File: config.mk
export PLATFORM = sky130hd
export DESIGN_NAME = xor_byte_deserializer
export DESIGN_NICKNAME = d
export VERILOG_FILES = /design/src/rtl/xor_byte_deserializer.sv
export SDC_FILE = /design/constraint.sdc
export NUM_CORES = 1
export LEC_CHECK = 0
export ABC_AREA = 1
export CORE_ASPECT_RATIO = 0.9
export CORE_MARGIN = 2
export CORE_UTILIZATION = 46
export CTS_BUF_LIST = sky130_fd_sc_hd__clkbuf_8
export CTS_CLUSTER_SIZE = 8
export DETAILED_ROUTE_END_ITERATION = 10
export DONT_BUFFER_PORTS = 1
export GPL_TIMING_DRIVEN = 0
export PLACE_DENSITY = 0.58
export SYNTH_ARGS = -nofsm -noshare
export SYNTH_HDL_FRONTEND = slang
export SYNTH_SLANG_ARGS = --single-unit
File: constraint.sdc
create_clock -name clk -period 1.75 [get_ports clk]
set_input_delay 0.4375 -clock clk [delete_from_list [all_inputs] [get_ports clk]]
set_output_delay 0.4375 -clock clk [all_outputs]
set_load 0.03 [all_outputs]
File: src/rtl/xor_byte_deserializer.sv
// xor_byte_deserializer: MSB-first serial word assembler that XORs each word with a latched key.
// Define XOR_KEY_ROTATE_EN to rotate the key left by 1 per word and reuse it across back-to-back words.
module xor_byte_deserializer #(
    parameter int WIDTH = 8
) (
    input  logic             clk,
    input  logic             rst,
    input  logic             start,
    input  logic             sdata,
    input  logic             tick,
    input  logic [WIDTH-1:0] key,
    output logic             cnt_en,
    output logic             busy,
    output logic [WIDTH-1:0] dout,
    output logic             dout_valid,
    input  logic             dout_ready
);
    localparam int BW = $clog2(WIDTH) + 1;

    typedef enum logic [1:0] {IDLE, SHIFT, HOLD} state_t;

    state_t           state_q, state_d;
    logic [WIDTH-1:0] shreg_q, shreg_d;
    logic [WIDTH-1:0] key_q, key_d;
    logic [WIDTH-1:0] dout_q, dout_d;
    logic [BW-1:0]    bit_idx_q, bit_idx_d;
    logic             valid_q, valid_d;
    logic [WIDTH-1:0] word;
    logic [WIDTH-1:0] key_done;
    logic [WIDTH-1:0] key_b2b;

    assign word = {shreg_q[WIDTH-2:0], sdata};

`ifdef XOR_KEY_ROTATE_EN
    assign key_done = {key_q[WIDTH-2:0], key_q[WIDTH-1]};
    assign key_b2b  = key_q;
`else
    assign key_done = key_q;
    assign key_b2b  = key;
`endif

    always_comb begin
        state_d   = state_q;
        shreg_d   = shreg_q;
        key_d     = key_q;
        dout_d    = dout_q;
        bit_idx_d = bit_idx_q;
        valid_d   = valid_q;
        case (state_q)
            IDLE: begin
                if (start) begin
                    key_d     = key;
                    bit_idx_d = '0;
                    shreg_d   = '0;
                    state_d   = SHIFT;
                end
            end
            SHIFT: begin
                if (tick) begin
                    shreg_d   = word;
                    bit_idx_d = bit_idx_q + 1'b1;
                    if (bit_idx_q == BW'(WIDTH - 1)) begin
                        dout_d  = word ^ key_q;
                        valid_d = 1'b1;
                        key_d   = key_done;
                        state_d = HOLD;
                    end
                end
            end
            HOLD: begin
                if (valid_q && dout_ready) begin
                    valid_d = 1'b0;
                    state_d = IDLE;
                    // start on the handshake cycle chains straight into the next word
                    if (start) begin
                        key_d     = key_b2b;
                        bit_idx_d = '0;
                        shreg_d   = '0;
                        state_d   = SHIFT;
                    end
                end
            end
            default: state_d = IDLE;
        endcase
    end

    always_ff @(posedge clk or posedge rst) begin
        if (rst) begin
            state_q   <= IDLE;
            shreg_q   <= '0;
            key_q     <= '0;
            dout_q    <= '0;
            bit_idx_q <= '0;
            valid_q   <= 1'b0;
        end else begin
            state_q   <= state_d;
            shreg_q   <= shreg_d;
            key_q     <= key_d;
            dout_q    <= dout_d;
            bit_idx_q <= bit_idx_d;
            valid_q   <= valid_d;
        end
    end

    // the counter restarts after each strobe, so enable drops on tick cycles
    assign cnt_en     = (state_q == SHIFT) & ~tick;
    assign busy       = (state_q != IDLE);
    assign dout       = dout_q;
    assign dout_valid = valid_q;
endmodule

==> results of run 1 <==
-- sequential cells by signal, indices dropped and copies added, names as in the netlist --
name	count
dout	8
key_done	8
shreg_q	7
bit_idx_q	4
state_q	2
dout_valid	1
-- cell type report --
class	count	area share (%)
tap	42	3.32
inverter	14	3.32
sequential	30	47.4
multi-input combinational	112	37.2
buffer	3	1.74
clock buffer	8	6.96
-- where the power goes --
group	switching [W]	internal, W
registers	0.000428	0.000988
logic	0.000475	0.000346
clock network	0.000246	0.000396
total	0.00115	0.00173
-- worst max-delay path by stage --
stage | from | end | cells past startpoint
after CTS | state_q[1] | cnt_en | 5
final | state_q[1] | cnt_en | 5
after global placement | rst | key_done[0] | 1
after global routing | state_q[1] | cnt_en | 5
after floorplan | state_q[1] | cnt_en | 5
after detailed placement | rst | key_done[0] | 1
-- critical path: stages (launching register included) --
cell	delay, ps
dfrtp_1	420
inv_2	90
nand2_2	70
inv_2	110
nand2_2	80
inv_2	140
-- metrics by stage --
stage	area, um2	instances	total power (W)
2_1_floorplan	1420	159	0.00209
3_3_place_gp	1470	201	0.00222
3_5_place_dp	1470	201	0.00226
4_1_cts	1580	209	0.00291
5_1_grt	1580	209	0.00309
6_report	1580	209	0.00288
-- Yosys cell counts (all sizes together) --
master,instances,share of area (%)
a21oi,1,1.1
buf,3,1.9
clkinv,1,0.26
dfrtp,30,53
ha,1,0.88
inv,13,3.4
nand2,70,19
nand3,15,6.9
nand4,3,1.3
nor2,5,1.8
o21ai,9,5.3
xnor2,8,4.9
-- cells by family (layout without fill, tap and decap cells) --
kind of cell             count (synthesis)  after routing
AO/OA/AOI/OAI                           10             10
AND/OR/NAND/NOR                         93             93
buffers and inverters                   17             25
adder cells (fa/ha/maj)                  1              1
flip-flops                              30             30
XOR/XNOR                                 8              8
-- routing by layer --
metal / share of wire, % / wire [um] / vias to the layer above
met3: 5.4 / 146 / 2
met2: 48 / 1290 / 25
met5: 0 / 0 / -
met1: 46 / 1250 / 466
met4: 0.37 / 10 / 0
li1: - / - / 511
-- layout by cell type (no fill, tap or decap) --
| cell | Yosys | layout |
|---|---|---|
| nand2_2 | 4 | 4 |
| clkbuf_8 | 0 | 8 |
| nand3_4 | 1 | 1 |
| buf_6 | 2 | 2 |
| dfrtp_1 | 30 | 30 |
| xnor2_1 | 8 | 8 |
| nand3_2 | 2 | 2 |
| nand2_1 | 66 | 66 |
| buf_2 | 1 | 1 |
| o21ai_2 | 8 | 8 |
| a21oi_4 | 1 | 1 |
| nor2_1 | 4 | 4 |
| nand3_1 | 12 | 12 |
| nor2_4 | 1 | 1 |
| inv_1 | 8 | 7 |
| o21ai_0 | 1 | 1 |
| clkinv_1 | 1 | 1 |
| ha_1 | 1 | 1 |
| inv_2 | 5 | 6 |
| nand4_1 | 3 | 3 |
==> flow_summary_export.csv, run 1 <==
group,metric,value,unit
outcome,status,"finished clean",
clock_network,cts_sinks,30,
global_route,antenna_found_initial,0,
placed_design,io_buffers,0,
clock_network,cts_buffers,5,
final_layout,drive_gt1_share,20.4,%
timing,clock.fmax,616,MHz
clock_network,cts_resized,0,
synthesis,yosys.area_share.adder,0.881,%
synthesis,yosys_warnings,0,
final_layout,multi_input_area,589,um2
timing,timing.final.crit_share,92.8,%
timing,fin_crit,1620,ps
global_route,grt_pass1_vias,931,
clock_network,clockRootBuffer,"clkbuf_8",
clock_network,clkTransAtPathRegs,60,ps
clock_network,post_cts_buffers,0,
drt,drtIter0Drc,61,
final_layout,seq_area,751,um2
power_and_ir_drop,ir_drop,0.000816,V
min_path,hp-start,"sdata",
drt,detail_route.drc_violations,0,
synthesis,yosysSeqAreaShare,52.9,%
timing,whs,281,ps
clock_network,cts_hold_buffers,0,
drt,antenna_left,0,
drt,vias,1004,
min_path,min_path_type,"primary input to register",
placed_design,gp_congestion,0.749,
synthesis,muxShareOfSynthArea,0,%
synthesis,avgSynthCellArea,8.93,um2
global_route,use_met1,21.1,%
critical_path,regToRegSetupSlack,380,ps
global_route,met3_usage,8.42,%
floorplan,initial_core_util,47.4,%
synthesis,synth_compound_area_share,6.43,%
synthesis,synth_xor_xnor_area_share,4.93,%
synthesis,synth.net_count,174,
timing,worstMarginPinSlew,1100,ps
final_layout,utilization,52.8,%
floorplan,die_h,56.7,um
min_path,holdPathEnd,"shreg_q[0]",
synthesis,synthCells,159,
critical_path,worst_setup_path_end_kind,"primary output",
drt,dr.pass1.iters,5,
clock_network,htree_levels,2,
global_route,grt_pass1_wl,4510,um
drt,avgViaCountPerCell,4.80,
critical_path,worst_setup_path_start_kind,"register",
synthesis,synth-seq-cells,30,
floorplan,die_area,3550,um2
synthesis,syn_area,1420,um2
drt,wirelength,2700,um
global_route,grt_busiest_layer,"met2",
timing,setup_tns,0,ps
global_route,gr-total-overflow,0,
timing,setup_violations,0,
global_route,grt_max_degree,31,
power_and_ir_drop,cellPowerDensity,1820,nW/um2
critical_path,cp_max_fo,4,
synthesis,synth.distinct_cells,19,
timing,maxSlewViolCount,0,
global_route,track_usage,17.3,%
critical_path,ff2ff_path_depth,6,
timing,slew_headroom,26.5,%
final_layout,diodes,0,
clock_network,clkLatencyLatePin,280,ps
synthesis,synthSimpleGateAreaFrac,29.3,%
placed_design,hpwl,1830,um
final_layout,syn2layout_area_growth,11.5,%
floorplan,rows,19,
clock_network,cts_buffer_depth,2,
global_route,met2_usage,26.9,%
final_layout,fin_nets,181,
timing,final_hold_viol_count,0,
placed_design,pre_cts_ws,351,ps
synthesis,synth_top_family_by_area,"simple AND/OR/NAND/NOR gates",
timing,rsz0062_at_grt,"false",
floorplan,fp.dieW,62.6,um
floorplan,ios,25,
min_path,hold-path-cell-count,2,
timing,layout_setup_ws,126,ps
clock_network,cts_tree,"done",
critical_path,worstPathRequired,1310,ps
floorplan,core,3000,um2
power_and_ir_drop,p_leak,0.808,nW
drt,wl_per_cell,12.9,um
critical_path,r2r_start,"bit_idx_q[0]",
timing,clock_skew,1.56,ps
final_layout,fill_cells,305,
critical_path,crit_type,"register to primary output",
critical_path,reg2reg_to,"dout[3]",
critical_path,cp.arrival,1190,ps
run,drv_cap,0,
Power figures use the tool's default switching activity.
==> run 2, diff against run 1 <==
--- a/config.mk
+++ b/config.mk
@@ -8,13 +8,14 @@
 export ABC_AREA = 1
 export CORE_ASPECT_RATIO = 0.9
 export CORE_MARGIN = 2
-export CORE_UTILIZATION = 46
+export CORE_UTILIZATION = 60
 export CTS_BUF_LIST = sky130_fd_sc_hd__clkbuf_8
 export CTS_CLUSTER_SIZE = 8
 export DETAILED_ROUTE_END_ITERATION = 10
 export DONT_BUFFER_PORTS = 1
 export GPL_TIMING_DRIVEN = 0
-export PLACE_DENSITY = 0.58
+export PLACE_DENSITY = 0.81
+export REMOVE_ABC_BUFFERS = 1
 export SYNTH_ARGS = -nofsm -noshare
 export SYNTH_HDL_FRONTEND = slang
 export SYNTH_SLANG_ARGS = --single-unit
==> flow_summary_export.csv, run 2 (same netlist as run 1, synthesis figures left out) <==
group,metric,value,unit
min_path,holdPathEnd,"shreg_q[0]",
timing,setup_violations,0,
global_route,gr-total-overflow,0,
clock_network,clockRootBuffer,"clkbuf_8",
clock_network,clkTransAtPathRegs,70,ps
timing,layout_setup_ws,117,ps
critical_path,worstPathRequired,1310,ps
floorplan,die_h,50.2,um
clock_network,cts_buffers,5,
min_path,hold-path-cell-count,2,
clock_network,clkLatencyLatePin,280,ps
critical_path,reg2reg_to,"shreg_q[0]",
drt,antenna_left,0,
clock_network,cts_hold_buffers,0,
clock_network,cts_buffer_depth,2,
timing,final_hold_viol_count,0,
global_route,track_usage,22.0,%
critical_path,worst_setup_path_end_kind,"primary output",
global_route,grt_pass1_vias,1021,
timing,setup_tns,0,ps
floorplan,fp.dieW,55.3,um
critical_path,ff2ff_path_depth,5,
min_path,min_path_type,"primary input to register",
final_layout,fin_nets,178,
timing,maxSlewViolCount,0,
critical_path,crit_chain,"inv_2 -> nand2_2 -> inv_2 -> nand2_2 -> inv_2",
drt,drtIter0Drc,40,
drt,avgViaCountPerCell,5.45,
clock_network,cts_sinks,30,
critical_path,slowest_stage,"dfrtp_1",
critical_path,crit_type,"register to primary output",
final_layout,design_area,1570,um2
timing,timing.final.crit_share,93.3,%
floorplan,ios,25,
placed_design,pre_cts_ws,209,ps
global_route,grt_max_degree,31,
final_layout,syn2layout_area_growth,10.5,%
global_route,antenna_found_initial,0,
timing,rsz0062_at_grt,"false",
clock_network,post_cts_buffers,0,
power_and_ir_drop,p_leak,0.808,nW
drt,wirelength,2640,um
run,drv_cap,0,
clock_network,cts_tree,"done",
placed_design,post_dp_cell_area,1430,um2
final_layout,drive_gt1_share,18.9,%
floorplan,rows,16,
clock_network,cts_resized,0,
drt,detail_route.drc_violations,0,
min_path,hp-start,"sdata",
outcome,status,"finished clean",
critical_path,crit_top_cell,"inv_2",
timing,slew_headroom,26.0,%
power_and_ir_drop,cellPowerDensity,1970,nW/um2
critical_path,regToRegSetupSlack,220,ps
floorplan,initial_core_util,64.5,%
power_and_ir_drop,ir_drop,0.00139,V
placed_design,gp_congestion,0.737,
timing,worstMarginPinSlew,1110,ps
placed_design,hpwl,1820,um
critical_path,cp.arrival,1200,ps
critical_path,worst_setup_path_start_kind,"register",
critical_path,crit_buf_inv,3,
placed_design,io_buffers,0,
critical_path,r2r_start,"dout_valid",
critical_path,max_stage_delay,420,ps
global_route,grt_pass1_wl,4620,um
floorplan,core,2200,um2
final_layout,final_common_cell,"nand2_1",
floorplan,die_area,2770,um2
critical_path,cp_max_fo,4,
timing,clock_skew,5.58,ps
critical_path,crit_family,"flip-flops",
drt,wl_per_cell,13.8,um
drt,dr.pass1.iters,4,
final_layout,layout_common_cells,"nand2_1, dfrtp_1, nand3_1, xnor2_1, o21ai_2",
final_layout,diodes,0,
timing,clock.fmax,612,MHz
clock_network,htree_levels,2,
drt,vias,1040,
timing,fin_crit,1630,ps
-- run 2: power by group --
part	switching (W)	internal [W]	leakage [nW]
clock network	0.000261	0.000607	0.0714
logic	0.000489	0.000325	0.353
registers	0.000424	0.000987	0.384
-- run 2: layer usage --
metal / wire length [um] / GRT usage, % / vias to the layer above
li1: - / - / 508
met1: 1150 / 27.4 / 502
met2: 1310 / 35.3 / 27
met3: 148 / 6.96 / 3
met4: 32 / 9.76 / 0
met5: 0 / 0 / -
-- run 2: cell type report --
class / instances / area (um2)
clock buffer: 6 / 82.6
clock inverter: 2 / 60.1
fill: 166 / 633
inverter: 14 / 52.6
multi-input combinational: 112 / 589
sequential: 30 / 751
tap: 27 / 33.8
-- run 2: worst max path at each step --
stage / startpoint / to / slack [ps] / cells past startpoint
finish: state_q[1] / cnt_en / 120 / 5
global route: state_q[1] / cnt_en / 50 / 5
CTS: state_q[1] / cnt_en / 40 / 5
detailed placement: dout_valid / shreg_q[0] / 210 / 5
global placement: dout_valid / bit_idx_q[3] / 290 / 5
floorplan: state_q[1] / cnt_en / 420 / 5
-- run 2: per-stage QoR --
stage	hold WS (ps)	total power (W)	utilization (%)	instances
5_1_grt	282	0.00330	71.3	191
6_report	276	0.00309	71.3	191
3_3_place_gp	475	0.00218	64.8	183
2_1_floorplan	462	0.00206	-	156
4_1_cts	272	0.00311	71.3	191
3_5_place_dp	480	0.00224	64.8	183
==> run 3, diff against run 2 <==
--- a/config.mk
+++ b/config.mk
@@ -6,15 +6,17 @@
 export NUM_CORES = 1
 export LEC_CHECK = 0
 export ABC_AREA = 1
+export CELL_PAD_IN_SITES_DETAIL_PLACEMENT = 1
+export CELL_PAD_IN_SITES_GLOBAL_PLACEMENT = 1
 export CORE_ASPECT_RATIO = 0.9
 export CORE_MARGIN = 2
-export CORE_UTILIZATION = 60
+export CORE_UTILIZATION = 52
 export CTS_BUF_LIST = sky130_fd_sc_hd__clkbuf_8
 export CTS_CLUSTER_SIZE = 8
 export DETAILED_ROUTE_END_ITERATION = 10
 export DONT_BUFFER_PORTS = 1
 export GPL_TIMING_DRIVEN = 0
-export PLACE_DENSITY = 0.81
+export PLACE_DENSITY = 0.84
 export REMOVE_ABC_BUFFERS = 1
 export SYNTH_ARGS = -nofsm -noshare
 export SYNTH_HDL_FRONTEND = slang
==> flow_summary_export.csv, run 3 (same netlist as run 1, synthesis figures left out) <==
group,metric,value,unit
outcome,status,"finished clean",
floorplan,die_area,3170,um2
global_route,gr-total-overflow,0,
timing,setup_violations,0,
timing,setup_tns,0,ps
clock_network,cts_tree,"done",
final_layout,layout_common_cells,"nand2_1, dfrtp_1, nand3_1",
placed_design,hpwl,2100,um
timing,timing.final.crit_share,94.0,%
critical_path,crit_end,"cnt_en",
placed_design,io_buffers,0,
critical_path,reg2reg_to,"shreg_q[1]",
drt,drtIter0Drc,30,
clock_network,clkTransAtPathRegs,70,ps
timing,worstMarginPinSlew,1110,ps
global_route,grt_pass1_wl,5070,um
floorplan,core,2530,um2
final_layout,diodes,0,
global_route,antenna_found_initial,0,
floorplan,die_h,53.6,um
drt,avgViaCountPerCell,5.49,
critical_path,cp.arrival,1210,ps
power_and_ir_drop,ir_drop,0.000874,V
critical_path,r2r_start,"dout_valid",
floorplan,fp.dieW,59.1,um
clock_network,htree_levels,2,
clock_network,clkLatencyLatePin,280,ps
timing,slew_headroom,25.7,%
clock_network,cts_sinks,30,
critical_path,ff2ff_path_depth,5,
drt,wl_per_cell,15.4,um
drt,vias,1060,
clock_network,cts_buffer_depth,2,
drt,detail_route.drc_violations,0,
drt,wirelength,2970,um
min_path,min_path_type,"primary input to register",
final_layout,fin_nets,179,
timing,clock_skew,5.94,ps
run,drv_cap,0,
critical_path,cp_max_fo,5,
drt,antenna_left,0,
clock_network,clockRootBuffer,"clkbuf_8",
critical_path,crit_type,"register to primary output",
final_layout,final_common_cell,"nand2_1",
timing,fin_crit,1650,ps
final_layout,multi_input_area,589,um2
clock_network,cts_buffers,5,
critical_path,crit_path_start,"state_q[0]",
final_layout,fill_cells,301,
timing,final_hold_viol_count,0,
critical_path,worst_setup_path_end_kind,"primary output",
placed_design,gp_congestion,0.733,
timing,rsz0062_at_grt,"false",
critical_path,regToRegSetupSlack,160,ps
critical_path,worst_setup_path_start_kind,"register",
global_route,grt_pass1_vias,1108,
final_layout,seq_area,751,um2
critical_path,worstPathRequired,1310,ps
timing,clock.fmax,608,MHz
global_route,track_usage,22.5,%
global_route,grt_max_degree,31,
floorplan,ios,25,
final_layout,drive_gt1_share,18.8,%
final_layout,syn2layout_area_growth,7.75,%
floorplan,rows,17,
final_layout,design_area,1530,um2
placed_design,post_dp_cell_area,1430,um2
timing,maxSlewViolCount,0,
power_and_ir_drop,p_leak,0.790,nW
drt,dr.pass1.iters,4,
power_and_ir_drop,cellPowerDensity,1840,nW/um2
floorplan,initial_core_util,56.1,%
clock_network,cts_hold_buffers,0,
==> run 3: per-stage QoR <==
step	hold WS, ps	setup slack (ps)	cells	util, %	total power (W)
5_1_grt	287	11.7	193	60.5	0.00304
2_1_floorplan	462	420	156	-	0.00206
3_3_place_gp	475	240	184	56.4	0.00219
3_5_place_dp	483	170	184	56.4	0.00227
4_1_cts	283	19.4	192	60.0	0.00285
6_report	289	104	193	60.5	0.00282
==> run 3: layout make-up <==
type	count	area share (%)
flip-flops and latches	30	49.1
multi-input cells	112	38.5
clock buffers	6	5.40
clock inverters	2	0.572
inverters	14	3.68
well taps	28	2.29
repair buffers	1	0.491
==> run 3: report_power, final <==
part | total, W | internal [W] | switching [W] | leakage, nW
clock network | 0.000569 | 0.000311 | 0.000259 | 0.0524
logic | 0.000833 | 0.000327 | 0.000506 | 0.353
registers | 0.00142 | 0.000988 | 0.000432 | 0.384
==> run 3: worst min path at each step <==
stage,to,depth (start not counted),from
floorplan,shreg_q[6],2,shreg_q[6]
global placement,key_done[0],2,key_done[0]
detailed placement,key_done[7],2,key_done[7]
CTS,shreg_q[0],2,sdata
global route,shreg_q[0],2,sdata
finish,shreg_q[0],2,sdata
==> run 3: worst max-delay path, cell delays in order, from the launching register on <==
cell and delay, ps:
dfrtp_1 440, nand2_2 120, inv_2 70, nand2_2 110, clkinvlp_4 180
==> run 3: what timing repair did <==
item	CTS	global route
setup endpoints to repair	0	1
resized for setup	0	1
setup buffers	0	1
==> run 3: layer usage <==
layer,routed length [um],vias to the layer above,track usage [%]
met4,28,0,8.33
li1,-,506,-
met2,1520,26,38.5
met5,0,-,0
met1,1260,523,25.1
met3,162,5,9.86
